$ cat src/rtl/draw_pkg.sv
`default_nettype none
// ============================================================================
//  Module      : draw_pkg
//  Description : Shared types and constants for the SPI draw-command decoder:
//                opcodes, parser state encoding, panel geometry and the FIFO
//                entry format {eof, data}.
//  Revision    : 1.0 - initial release
// ============================================================================
package draw_pkg;

    localparam int PANEL_W = 64;
    localparam int COORD_W = 6;
    localparam int COLOR_W = 12;
    localparam int ENTRY_W = 9;

    localparam logic [7:0] OP_NOP   = 8'h00;
    localparam logic [7:0] OP_PIXEL = 8'h01;
    localparam logic [7:0] OP_CLEAR = 8'h02;
    localparam logic [7:0] OP_FILL  = 8'h03;

    localparam logic [COORD_W-1:0] COORD_MAX  = COORD_W'(PANEL_W - 1);
    localparam logic [ENTRY_W-1:0] EOF_MARKER = {1'b1, 8'h00};

    typedef enum logic [2:0] {
        ST_IDLE    = 3'd0,
        ST_GET_X   = 3'd1,
        ST_GET_Y   = 3'd2,
        ST_GET_CHI = 3'd3,
        ST_GET_CLO = 3'd4,
        ST_SWEEP   = 3'd5
    } draw_state_t;

    function automatic logic [ENTRY_W-1:0] byte_entry(input logic [7:0] b);
        return {1'b0, b};
    endfunction

endpackage
`default_nettype wire

$ cat src/rtl/spi_draw_decoder_if.sv
`default_nettype none
// ============================================================================
//  Module      : spi_draw_decoder_if
//  Description : Bundles the SPI byte-receiver side (rx_*) and the display
//                write port plus status flags of the draw decoder.
//                slave  : decoder view (consumes rx_*, drives write port/flags)
//                master : receiver/display view (drives rx_*, observes rest)
//  Revision    : 1.0 - initial release
// ============================================================================
interface spi_draw_decoder_if;
    import draw_pkg::*;

    logic               rx_valid;
    logic [7:0]         rx_byte;
    logic               rx_frame_end;
    logic               write_en;
    logic [COORD_W-1:0] write_x;
    logic [COORD_W-1:0] write_y;
    logic [COLOR_W-1:0] pixel_color;
    logic               busy;
    logic               overflow;
    logic               bad_cmd;

    modport slave (
        input  rx_valid, rx_byte, rx_frame_end,
        output write_en, write_x, write_y, pixel_color, busy, overflow, bad_cmd
    );

    modport master (
        output rx_valid, rx_byte, rx_frame_end,
        input  write_en, write_x, write_y, pixel_color, busy, overflow, bad_cmd
    );

endinterface
`default_nettype wire

$ cat src/rtl/byte_fifo.sv
`default_nettype none
// ============================================================================
//  Module      : byte_fifo
//  Description : Synchronous FIFO, DEPTH entries of WIDTH bits (power-of-2
//                depth). A push while full is dropped unless a pop happens in
//                the same cycle, in which case both succeed.
//  Ports       : clk, resetn (async active-low), push/push_data,
//                pop/pop_data (show-ahead), full, empty, count
//  Revision    : 1.0 - initial release
// ============================================================================
module byte_fifo #(
    parameter int DEPTH = 64,
    parameter int WIDTH = 9
) (
    input  wire logic                     clk,
    input  wire logic                     resetn,
    input  wire logic                     push,
    input  wire logic [WIDTH-1:0]         push_data,
    input  wire logic                     pop,
    output logic      [WIDTH-1:0]         pop_data,
    output logic                          full,
    output logic                          empty,
    output logic      [$clog2(DEPTH):0]   count
);
    localparam int AW = $clog2(DEPTH);

    logic [WIDTH-1:0] r_mem [DEPTH];
    logic [AW-1:0]    r_wr_ptr;
    logic [AW-1:0]    r_rd_ptr;
    logic [AW:0]      r_count;
    logic             w_do_push;
    logic             w_do_pop;

    assign full      = (r_count == (AW+1)'(DEPTH));
    assign empty     = (r_count == '0);
    assign count     = r_count;
    assign pop_data  = r_mem[r_rd_ptr];
    assign w_do_pop  = pop && !empty;
    // A pop frees a slot in the same cycle, so a push into a full FIFO is legal then.
    assign w_do_push = push && (!full || w_do_pop);

    // Storage carries no reset; pointer reset alone discards contents.
    always_ff @(posedge clk) begin
        if (w_do_push) begin
            r_mem[r_wr_ptr] <= push_data;
        end
    end

    always_ff @(posedge clk or negedge resetn) begin
        if (!resetn) begin
            r_wr_ptr <= '0;
            r_rd_ptr <= '0;
            r_count  <= '0;
        end else begin
            if (w_do_push) begin
                r_wr_ptr <= r_wr_ptr + AW'(1);
            end
            if (w_do_pop) begin
                r_rd_ptr <= r_rd_ptr + AW'(1);
            end
            if (w_do_push && !w_do_pop) begin
                r_count <= r_count + (AW+1)'(1);
            end else if (!w_do_push && w_do_pop) begin
                r_count <= r_count - (AW+1)'(1);
            end
        end
    end

endmodule
`default_nettype wire

$ cat src/rtl/spi_draw_decoder.sv
`default_nettype none
// ============================================================================
//  Module      : spi_draw_decoder
//  Description : Buffers SPI bytes and frame-end markers in a FIFO, parses
//                NOP / PIXEL / CLEAR / FILL packets and drives one-cycle
//                framebuffer writes. CLEAR/FILL sweep all 64x64 pixels
//                row-major, reusing write_x/write_y as the sweep counters.
//  Ports       : clk, resetn (async active-low),
//                bus (slave): rx_valid, rx_byte, rx_frame_end -> write_en,
//                write_x, write_y, pixel_color, busy, overflow, bad_cmd
//  Revision    : 1.0 - initial release
// ============================================================================
module spi_draw_decoder #(
    parameter int FIFO_DEPTH = 64
) (
    input  wire logic          clk,
    input  wire logic          resetn,
    spi_draw_decoder_if.slave  bus
);
    import draw_pkg::*;

    // FIFO side
    logic                        r_pend;
    logic                        w_pend_n;
    logic                        w_push;
    logic [ENTRY_W-1:0]          w_push_data;
    logic                        w_pop;
    logic [ENTRY_W-1:0]          w_pop_data;
    logic                        w_fifo_full;
    logic                        w_fifo_empty;
    logic [$clog2(FIFO_DEPTH):0] w_unused_fifo_count;
    logic                        w_drop;

    // Parser
    draw_state_t                 r_state;
    draw_state_t                 w_state_n;
    draw_state_t                 w_parse_state;
    logic                        r_is_fill,  w_is_fill_n;
    logic [COORD_W-1:0]          r_px,       w_px_n;
    logic [COORD_W-1:0]          r_py,       w_py_n;
    logic [3:0]                  r_chi,      w_chi_n;
    logic                        w_sweep_last;
    logic                        w_entry_eof;
    logic [7:0]                  w_entry_byte;

    // Registered outputs
    logic                        r_write_en,  w_write_en_n;
    logic [COORD_W-1:0]          r_write_x,   w_write_x_n;
    logic [COORD_W-1:0]          r_write_y,   w_write_y_n;
    logic [COLOR_W-1:0]          r_color,     w_color_n;
    logic                        r_busy,      w_busy_n;
    logic                        r_overflow,  w_overflow_n;
    logic                        r_bad_cmd,   w_bad_cmd_n;

    // ------------------------------------------------------------------
    // Push arbitration. A marker coinciding with a byte is deferred one
    // cycle through r_pend. A byte arriving in that deferred cycle cannot be
    // stored (SPI byte timing makes this unreachable) and counts as dropped.
    // ------------------------------------------------------------------
    always_comb begin
        w_push      = r_pend || bus.rx_valid || bus.rx_frame_end;
        w_push_data = (r_pend || !bus.rx_valid) ? EOF_MARKER : byte_entry(bus.rx_byte);
        w_pend_n    = bus.rx_valid && bus.rx_frame_end && !r_pend;
    end

    byte_fifo #(
        .DEPTH (FIFO_DEPTH),
        .WIDTH (ENTRY_W)
    ) u_fifo (
        .clk       (clk),
        .resetn    (resetn),
        .push      (w_push),
        .push_data (w_push_data),
        .pop       (w_pop),
        .pop_data  (w_pop_data),
        .full      (w_fifo_full),
        .empty     (w_fifo_empty),
        .count     (w_unused_fifo_count)
    );

    assign w_drop = (w_push && w_fifo_full && !w_pop) || (r_pend && bus.rx_valid);

    // The final sweep cycle behaves like IDLE for the parser so the next
    // entry is consumed on the same edge the sweep ends.
    assign w_sweep_last  = (r_state == ST_SWEEP) && (r_write_x == COORD_MAX)
                           && (r_write_y == COORD_MAX);
    assign w_pop         = !w_fifo_empty && ((r_state != ST_SWEEP) || w_sweep_last);
    assign w_parse_state = w_sweep_last ? ST_IDLE : r_state;
    assign w_entry_eof   = w_pop_data[ENTRY_W-1];
    assign w_entry_byte  = w_pop_data[7:0];

    // ------------------------------------------------------------------
    // Next-state / next-output logic
    // ------------------------------------------------------------------
    always_comb begin
        w_state_n    = r_state;
        w_is_fill_n  = r_is_fill;
        w_px_n       = r_px;
        w_py_n       = r_py;
        w_chi_n      = r_chi;
        w_write_en_n = 1'b0;
        w_write_x_n  = r_write_x;
        w_write_y_n  = r_write_y;
        w_color_n    = r_color;
        w_busy_n     = 1'b0;
        w_overflow_n = r_overflow || w_drop;
        w_bad_cmd_n  = r_bad_cmd;

        if (r_state == ST_SWEEP) begin
            if (w_sweep_last) begin
                w_state_n = ST_IDLE;
            end else begin
                w_write_en_n = 1'b1;
                w_busy_n     = 1'b1;
                w_write_x_n  = r_write_x + COORD_W'(1);
                if (r_write_x == COORD_MAX) begin
                    w_write_y_n = r_write_y + COORD_W'(1);
                end
            end
        end

        if (w_pop) begin
            if (w_entry_eof) begin
                // No-op in IDLE; abandons any partial packet elsewhere.
                w_state_n = ST_IDLE;
            end else begin
                case (w_parse_state)
                    ST_IDLE: begin
                        case (w_entry_byte)
                            OP_NOP: begin
                            end
                            OP_PIXEL: begin
                                w_is_fill_n = 1'b0;
                                w_state_n   = ST_GET_X;
                            end
                            OP_CLEAR: begin
                                w_state_n    = ST_SWEEP;
                                w_write_en_n = 1'b1;
                                w_busy_n     = 1'b1;
                                w_write_x_n  = '0;
                                w_write_y_n  = '0;
                                w_color_n    = '0;
                            end
                            OP_FILL: begin
                                w_is_fill_n = 1'b1;
                                w_state_n   = ST_GET_CHI;
                            end
                            default: begin
                                w_bad_cmd_n = 1'b1;
                            end
                        endcase
                    end
                    ST_GET_X: begin
                        w_px_n    = w_entry_byte[COORD_W-1:0];
                        w_state_n = ST_GET_Y;
                    end
                    ST_GET_Y: begin
                        w_py_n    = w_entry_byte[COORD_W-1:0];
                        w_state_n = ST_GET_CHI;
                    end
                    ST_GET_CHI: begin
                        w_chi_n   = w_entry_byte[3:0];
                        w_state_n = ST_GET_CLO;
                    end
                    ST_GET_CLO: begin
                        w_write_en_n = 1'b1;
                        w_color_n    = {r_chi, w_entry_byte};
                        if (r_is_fill) begin
                            w_state_n   = ST_SWEEP;
                            w_busy_n    = 1'b1;
                            w_write_x_n = '0;
                            w_write_y_n = '0;
                        end else begin
                            w_state_n   = ST_IDLE;
                            w_write_x_n = r_px;
                            w_write_y_n = r_py;
                        end
                    end
                    default: begin
                    end
                endcase
            end
        end
    end

    // ------------------------------------------------------------------
    // State and output registers
    // ------------------------------------------------------------------
    always_ff @(posedge clk or negedge resetn) begin
        if (!resetn) begin
            r_pend     <= 1'b0;
            r_state    <= ST_IDLE;
            r_is_fill  <= 1'b0;
            r_px       <= '0;
            r_py       <= '0;
            r_chi      <= '0;
            r_write_en <= 1'b0;
            r_write_x  <= '0;
            r_write_y  <= '0;
            r_color    <= '0;
            r_busy     <= 1'b0;
            r_overflow <= 1'b0;
            r_bad_cmd  <= 1'b0;
        end else begin
            r_pend     <= w_pend_n;
            r_state    <= w_state_n;
            r_is_fill  <= w_is_fill_n;
            r_px       <= w_px_n;
            r_py       <= w_py_n;
            r_chi      <= w_chi_n;
            r_write_en <= w_write_en_n;
            r_write_x  <= w_write_x_n;
            r_write_y  <= w_write_y_n;
            r_color    <= w_color_n;
            r_busy     <= w_busy_n;
            r_overflow <= w_overflow_n;
            r_bad_cmd  <= w_bad_cmd_n;
        end
    end

    assign bus.write_en    = r_write_en;
    assign bus.write_x     = r_write_x;
    assign bus.write_y     = r_write_y;
    assign bus.pixel_color = r_color;
    assign bus.busy        = r_busy;
    assign bus.overflow    = r_overflow;
    assign bus.bad_cmd     = r_bad_cmd;

endmodule
`default_nettype wire

$ cat src/flat_wrapper.sv
// flat-port wrapper written by rule: the top's interface ports become plain ports
module spi_draw_decoder_flat import draw_pkg::*;
#(
    parameter int FIFO_DEPTH = 64
)
  (clk, resetn, bus_rx_valid, bus_rx_byte, bus_rx_frame_end, bus_write_en, bus_write_x, bus_write_y, bus_pixel_color, bus_busy, bus_overflow, bus_bad_cmd);
  spi_draw_decoder_if bus_i ();
  input  wire logic clk;
  input  wire logic resetn;
  input wire logic [$bits(bus_i.rx_valid)-1:0] bus_rx_valid;
  input wire logic [$bits(bus_i.rx_byte)-1:0] bus_rx_byte;
  input wire logic [$bits(bus_i.rx_frame_end)-1:0] bus_rx_frame_end;
  output wire logic [$bits(bus_i.write_en)-1:0] bus_write_en;
  output wire logic [$bits(bus_i.write_x)-1:0] bus_write_x;
  output wire logic [$bits(bus_i.write_y)-1:0] bus_write_y;
  output wire logic [$bits(bus_i.pixel_color)-1:0] bus_pixel_color;
  output wire logic [$bits(bus_i.busy)-1:0] bus_busy;
  output wire logic [$bits(bus_i.overflow)-1:0] bus_overflow;
  output wire logic [$bits(bus_i.bad_cmd)-1:0] bus_bad_cmd;
  assign bus_i.rx_valid = bus_rx_valid;
  assign bus_i.rx_byte = bus_rx_byte;
  assign bus_i.rx_frame_end = bus_rx_frame_end;
  assign bus_write_en = bus_i.write_en;
  assign bus_write_x = bus_i.write_x;
  assign bus_write_y = bus_i.write_y;
  assign bus_pixel_color = bus_i.pixel_color;
  assign bus_busy = bus_i.busy;
  assign bus_overflow = bus_i.overflow;
  assign bus_bad_cmd = bus_i.bad_cmd;
  spi_draw_decoder #(.FIFO_DEPTH(FIFO_DEPTH)) u_core (.clk(clk), .resetn(resetn), .bus(bus_i));
endmodule
$ cat config.mk
export PLATFORM = sky130hd
export DESIGN_NAME = spi_draw_decoder_flat
export DESIGN_NICKNAME = d
export VERILOG_FILES = /design/src/rtl/draw_pkg.sv /design/src/rtl/spi_draw_decoder_if.sv /design/src/rtl/byte_fifo.sv /design/src/rtl/spi_draw_decoder.sv /design/src/flat_wrapper.sv
export SDC_FILE = /design/constraint.sdc
export NUM_CORES = 1
export LEC_CHECK = 0
export ABC_AREA = 1
export ABC_CLOCK_PERIOD_IN_PS = 6300
export CORE_UTILIZATION = 55
export CTS_CLUSTER_SIZE = 24
export DETAILED_ROUTE_END_ITERATION = 12
export PLACE_DENSITY = 0.71
export REMOVE_ABC_BUFFERS = 1
export SLEW_MARGIN = 25
export SYNTH_ARGS = -nofsm -noshare
export SYNTH_HDL_FRONTEND = slang
export SYNTH_SLANG_ARGS = --single-unit
$ cat constraint.sdc
create_clock -name clk -period 6.3 [get_ports clk]
set_input_delay 1.26 -clock clk [delete_from_list [all_inputs] [get_ports clk]]
set_output_delay 1.26 -clock clk [all_outputs]
set_load 0.05 [all_outputs]
== After elaboration in Yosys (flattened, before gate mapping) ==
Memories as Yosys holds them, arrays and structs flattened.
Index checks and enable logic that the tools add are counted.

* Shifts and indexed selects: 0
* Multipliers: 0
* Add/sub/neg operators: 6
* Reductions and logical operators: 39
* Muxes and demuxes: 40
* Order comparisons: 0
* Eq/ne operators: 13
* Bitwise logic cells: 2
* Divide/modulo/power cells: 0

{| class="wikitable"
|+ Operators with widths
! cell !! count
|-
| $mux W6 || 13
|-
| $add A6 B1 Y6 const B || 4
|-
| $pmux W12 S2 || 1
|-
| $pmux W6 S2 || 2
|-
| $eq A8 B2 Y1 const B || 2
|-
| $mux W3 || 5
|-
| $pmux W3 S5 || 1
|-
| $mux W7 || 2
|-
| $eq A6 B6 Y1 const B || 2
|-
| $logic_and A1 B1 Y1 || 12
|-
| $mux W12 || 1
|-
| $reduce_and A4 Y1 || 3
|-
| $mux W1 || 10
|-
| $mux W9 || 1
|-
| $pmux W3 S3 || 1
|-
| $reduce_and A3 Y1 || 3
|-
| $eq A8 B1 Y1 const B || 1
|-
| $logic_not A8 Y1 || 1
|-
| $add A7 B1 Y7 const B || 1
|-
| $eq A7 B7 Y1 const B || 1
|-
| $logic_not A1 Y1 || 7
|-
| $logic_not A7 Y1 || 1
|-
| $logic_or A1 B1 Y1 || 7
|-
| $sub A7 B1 Y7 const B || 1
|-
| 10 further kinds || 17
|}

* Register bits after elaboration: 68
* Memories kept: 1
* RAM bits: 576
* Memory bits (read-only): 0
* Latch bits: 0
* Input port bits: 12
* Logic and storage cells: 117

{| class="wikitable"
|+ Memories
! name !! words !! width !! rd ports !! clocked after Yosys merged registers in !! wr ports !! RTL line !! RTL
|-
| u_core.u_fifo.r_mem || 64 || 9 || 1 || 0 || 1 || byte_fifo.sv:27 || <nowiki>logic [WIDTH-1:0] r_mem [DEPTH];</nowiki>
|}

== Logic depth before layout (Yosys ltp) ==
* Depth in word-level cells: 12
* Gate-level depth with buffers: 23
* Depth with buffers taken out: 23

== By module ==
Synthesis repeated with hierarchy kept, for this count alone.

* Cells, all modules: 2687
* Area total of the unflattened synthesis: 27873.0 um^2

{| class="wikitable"
|+ By module, submodules not included
! module !! sequential area each (um^2) !! cells an instance !! area each (um^2) !! instances
|-
| byte_fifo || 17772.0 || 2362 || 25279.2 || 1
|-
| spi_draw_decoder || 1226.2 || 325 || 2593.7 || 1
|}

== Worst setup path after synthesis ==
No wires, ideal clock.

* Path kind: in2reg
* Start: in bus_rx_valid
* End: mem u_core.u_fifo.r_mem[0][0] (data pin)
* Buffers on the path: 0
* Stages: 2
* Setup slack: 2.038 ns
* Setup time: 0.499 ns
* Arrival time: 3.763 ns
* Cell sequence: nand2_1 > nor2_1

* Cells in the longest elaborated chain, start to end: 3

{| class="wikitable"
|+ Ends and longest elaborated chain
! what !! RTL line !! RTL
|-
| start, declared || flat_wrapper.sv:10 || <nowiki>input wire logic [$bits(bus_i.rx_valid)-1:0] bus_rx_valid;</nowiki>
|-
| $logic_not A1 Y1 || spi_draw_decoder.sv:62 || <nowiki>w_push_data = (r_pend || !bus.rx_valid) ? EOF_MARKER : byte_entry(bus.rx_byte);</nowiki>
|-
| $logic_or A1 B1 Y1 || spi_draw_decoder.sv:62 ||
|-
| $mux W9 || spi_draw_decoder.sv:62 ||
|-
| via u_core.u_fifo.push_data[0] || byte_fifo.sv:18 || <nowiki>input wire logic [WIDTH-1:0] push_data,</nowiki>
|-
| end, declared || byte_fifo.sv:27 ||
|}

The timed path passes the listed nets, and every way through them passes these cells.

== Worst setup path after layout ==
* Start: reg u_core.u_fifo.r_rd_ptr[0]
* End: reg u_core.r_color[2] (netlist: u_core.bus.pixel_color[2])

* Cells in the longest elaborated chain, start to end: 4

{| class="wikitable"
|+ Ends and longest elaborated chain
! what !! RTL line !! RTL
|-
| start, declared || byte_fifo.sv:29 || <nowiki>logic [AW-1:0] r_rd_ptr;</nowiki>
|-
| start signal, assigned || byte_fifo.sv:59 || <nowiki>r_rd_ptr <= r_rd_ptr + AW'(1);</nowiki>
|-
| $mem_v2 Z64 W9 (*) || -- ||
|-
| $eq A8 B2 Y1 || spi_draw_decoder.sv:129 || <nowiki>case (w_entry_byte)</nowiki>
|-
| $ne A2 B1 Y1 (no line) || -- ||
|-
| $reduce_and A4 Y1 (no line) || -- ||
|-
| end signal, assigned || spi_draw_decoder.sv:214 || <nowiki>r_color <= w_color_n;</nowiki>
|-
| end, declared || spi_draw_decoder.sv:50 || <nowiki>logic [COLOR_W-1:0] r_color, w_color_n;</nowiki>
|}

Mark *: on every way between the ends. The rest lies on a longest branch, timed or not.
A chain may end at the register's enable or synchronous reset.

==> impl_summary.txt <==
----------------------------------------------------
[Status]
  Status ... finished clean

[Cells and area]
  Layout cell share with drive strength beyond 1 ... 0.05912
  Layout net count ... ~2500
  Antenna diode instance count ... 0
  Final standard cell utilization of the core ... 0.6240
  Filler Cells Inserted ... 3705
  Area added between synthesis and finish ... 11.17%
  Final non-filler cell area ... 30040 sq um

[Hold path]
  Hold Crit Start ... u_core.r_pend
  Hold crit path type ... flop to flop
  Hold Path End ... u_core.r_pend
  Count of cells along the worst hold path ... 1

[Power and ir drop]
  Reg power frac ... 0.384
  Leakage power of the design ... between 0.01 and 0.015 uW
  Worst ir drop on vdd ... 0.0003247 V
  Cell Int Power ... ~8500 uW
  P_sw ... ~5300 uW
  Clock share of power ... 0.275
  Sw frac ... 0.3857
  Power density of the placed cells ... 461.0 nW/um^2
  Combinational share of power ... 0.341

[Placement]
  Port bufs ... 39
  Weighted congestion at the end of routability-driven global placement ... 0.9476
  Area of placed instances ... 27950 sq um
  Estimated wirelength of the detail-placed design ... around 40 mm

[Floorplan]
  Core Region ... 48150 sq um
  Full die area ... 50020 sq um
  Initial cell density of the core ... 0.5613
  Count of pins on the block boundary ... 40
  Number of core rows ... 80
  Vertical die dimension ... around 220 um
  Chip width ... 223.7 um

[Routing]
  Met1 wire length ... roughly 27 mm
  Initial detailed-routing violation count ... 2305
  Count of vias placed by the detailed router ... about 19000
  DRC violations left ... 0
  Routed wire length on met2 ... 32.43 mm
  Routed met3 length ... between 6 and 7 mm
  Wirelength per Cell ... 21.26 um
  Topmost layer with routed signal wires ... met4
  Number of nets still failing antenna checks after routing ... 0
  Pre-antenna DRT Iters ... 5
  Vias per std cell ... ~5.8
  Final WL ... 67.88 mm

[Timing]
  Final setup violation count ... 0
  Final min period ... 4.299 ns
  RSZ-0062 raised after global routing ... no
  Final cycle utilization of the critical path ... 0.6824
  Layout Skew ... 0.02506 ns
  Final-report max-slew violation count ... 0
  Slew margin rel. ... 0.3241
  Highest achievable clock rate ... about 0.23 GHz
  Slew at the pin closest to its max-slew limit ... just over 1 ns
  Endpoints failing hold ... 0

[Setup path]
  Register-to-Register Setup Slack ... 2.00 ns
  Reg-to-Reg Start ... u_core.u_fifo.r_rd_ptr[0]
  Critical Path, Cell by Cell ... inv_6 -> buf_12 -> nand2_1 -> nand3_1 -> a21oi_1 -> nor2_1 -> nand2_1 -> nand3_1 -> nand2_1 -> nor2_2 -> nand3_2 -> o21ai_2 -> nand2_2 -> nand2_1 -> o21ai_0
  Worst Reg2Reg Path Length in Cells ... 15
  Classification of the worst setup path ... flop to flop
  Launching instance or port of the critical path ... u_core.u_fifo.r_rd_ptr[0]
  CP startpoint kind ... flop
  Critical Path Most Common Cell ... nand2_1
  Reg-to-reg endpoint ... u_core.bus.pixel_color[2]
  Capturing element type of the critical path ... flop
  Longest individual stage delay on the worst path ... roughly 0.76 ns
  WP data arrival ... 4.75 ns
  Largest fanout on the critical path ... 132
  Worst path slowest cell ... dfrtp_4
  Critical path data required time ... roughly 6.8 ns

[Clock tree]
  TritonCTS Sinks ... 644
  Clock input transition at the sequential cells of the worst setup and hold paths ... ~0.06 ns
  Clock tree from TritonCTS ... yes
  Max clock buf depth ... 3
  Count of H-tree levels built during CTS ... 3
  Clock Latency Late Sink ... 0.60 ns
  Buffers inserted by post-CTS timing repair ... 0
  Root Buffer Master ... clkbuf_16
  Quantity of hold-fixing buffers added after cts ... 0
  Number of buffers added by the clock tree synthesis step ... 67
  Number of cells upsized or downsized after cts ... 0

[Synthesis]
  Combined area of all synthesized cells ... between 20000 and 30000 sq um
  Count of state elements after synthesis ... 644
  Part of the Yosys area used for sequential elements ... 0.7030
  Count of unique library cells instantiated by Yosys ... 37
  Number of warning messages in the yosys log ... 0
  Avg Inst Size Synth ... 10.93 sq um
  Cells after synthesis ... 2472

[Flow run]
  # Max-Cap Violations ... 0

[GRT]
  Pin count of the biggest net entering global routing ... 168
  Total GRT Usage ... 0.2770
  Overflow left after global routing ... 0
  Antenna violations before repair ... 0
  Wire length of the first global-routing pass ... 104.3 mm
  Number of global-route vias before repair ... between 15000 and 20000

----------------------------------------------------
power groups by stage:
stage | sequential (uW) | clock (uW) | combinational (uW)
global route | 5360 | 4010 | 5150
finish | 5320 | 3810 | 4720
detailed placement | 5400 | 0 | 4610
CTS | 5310 | 3840 | 4640
floorplan | 5710 | 0 | 2770
global placement | 5390 | 0 | 4560
registers in the layout (all words and copies together) (netlist names):
signal                  cells
u_core.r_state              3
u_core.r_chi                4
u_core.bus.bad_cmd          1
u_core.r_is_fill            1
u_core.bus.pixel_color     12
u_core.r_pend               1
u_core.r_px                 6
u_core.bus.write_en         1
u_core.u_fifo.r_rd_ptr      6
u_core.bus.overflow         1
u_core.bus.write_x          6
u_core.bus.write_y          6
u_core.bus.busy             1
u_core.u_fifo.r_wr_ptr      6
u_core.u_fifo.r_mem       576
u_core.u_fifo.count         7
u_core.r_py                 6
metrics by stage:
step | setup TNS, ns | worst slack, ns | hold WS, ns | total power (uW) | cells
final | 0 | 2.001 | 0.4849 | 13850 | 3193
after global routing | 0 | 1.665 | 0.5067 | 14510 | 3193
after floorplan | -204.30 | -4.441 | 0.4432 | 8479 | 2348
after global placement | 0 | 1.616 | 0.4537 | 9950 | 3075
after detailed placement | 0 | 1.658 | 0.4768 | 10010 | 3075
after CTS | 0 | 1.838 | 0.4882 | 13790 | 3193
cell families after synthesis:
family                   after synthesis  share of synthesized area
AO/OA/AOI/OAI                        236                    0.04551
XOR/XNOR                              21                   0.006806
adder cells (fa/ha/maj)               11                   0.005371
AND/OR/NAND/NOR                     1312                     0.1983
multiplexers                           1                  0.0003704
buffers and inverters                247                    0.04061
flip-flops                           644                     0.7030
worst max-delay path: cells and delay by family (launching register included):
| kind | cells | cell delay (ns) |
|---|---|---|
| AND/OR/NAND/NOR | 10 | 1.74 |
| buffers and inverters | 2 | 1.14 |
| flip-flops | 1 | 0.76 |
| AO/OA/AOI/OAI | 3 | 0.33 |
synthesized netlist by cell type:
library cell	instances	area (sq um)
nand3_4	1	17.52
nand3b_1	1	7.510
o21ai_1	23	115.1
xor2_1	17	148.9
o211ai_1	9	67.56
o21ai_2	1	8.760
fa_1	1	20.02
edfxtp_1	576	17300
nor2_4	1	11.26
nor2_2	5	31.28
a21o_1	1	7.510
o22ai_1	5	31.28
buf_4	4	30.03
nand3_2	1	10.01
nand3_1	262	1311
nor3b_1	1	7.510
inv_2	6	22.52
nand2_2	2	12.51
buf_6	12	135.1
o221ai_1	2	17.52
o21ai_0	150	750.7
nand2_1	644	2417
xnor2_1	4	35.03
o21bai_1	2	15.01
a21oi_1	42	210.2
dfrtp_1	68	1702
ha_1	10	125.1
clkbuf_1	44	165.2
clkinv_1	2	7.510
nor2_1	367	1378
buf_2	52	260.3
nor3_1	11	55.05
nand4_1	16	100.1
mux2i_1	1	10.01
a31oi_1	1	6.260
inv_1	115	431.7
buf_1	12	45.04
area by class of cell:
| type | instances | area, sq um | area share |
|---|---|---|---|
| clock inverters | 29 | 239.0 | 0.007955 |
| well taps | 656 | 820.8 | 0.02732 |
| flip-flops and latches | 644 | 19010 | 0.6327 |
| multi-input cells | 1581 | 6999 | 0.2330 |
| clock buffers | 89 | 1844 | 0.06139 |
| inverters | 123 | 469.2 | 0.01562 |
| repair buffers | 71 | 663.1 | 0.02207 |
how the worst max path moves through the flow:
stage / slack, ns / cells past startpoint / end
3_5_place_dp: 1.66 / 16 / u_core.u_fifo.count[6]
4_1_cts: 1.84 / 22 / u_core.u_fifo.count[6]
6_report: 2.00 / 15 / u_core.bus.pixel_color[2]
5_1_grt: 1.67 / 16 / u_core.bus.pixel_color[9]
2_1_floorplan: -4.44 / 14 / u_core.bus.pixel_color[0]
3_3_place_gp: 1.62 / 16 / u_core.u_fifo.count[6]
cells in the final DEF, fill, tap and decap left out, types with 3 or more instances in the layout:
| cell type | Yosys | layout |
|---|---|---|
| nand2_1 | 644 | 643 |
| edfxtp_1 | 576 | 576 |
| nor2_1 | 367 | 359 |
| nand3_1 | 262 | 262 |
| o21ai_0 | 150 | 150 |
| inv_1 | 115 | 115 |
| clkbuf_16 | 0 | 71 |
| dfrtp_1 | 68 | 66 |
| a21oi_1 | 42 | 41 |
| clkdlybuf4s50_1 | 0 | 38 |
| buf_4 | 4 | 29 |
| o21ai_1 | 23 | 23 |
| clkbuf_1 | 44 | 18 |
| xor2_1 | 17 | 17 |
| nand4_1 | 16 | 16 |
| clkinv_1 | 2 | 14 |
| nor3_1 | 11 | 11 |
| ha_1 | 10 | 10 |
| nor2_4 | 1 | 9 |
| o211ai_1 | 9 | 9 |
| clkinv_2 | 0 | 9 |
| nor2_2 | 5 | 5 |
| o22ai_1 | 5 | 5 |
| inv_2 | 6 | 4 |
| xnor2_1 | 4 | 4 |
| bufinv_16 | 0 | 4 |
| buf_12 | 0 | 3 |
metal layers:
metal	up-vias	GRT usage
met5	-	0
met4	0	0.1096
met3	155	0.04381
met2	982	0.4479
met1	8957	0.3790
li1	8452	-
(Power assumes the default switching activity.)
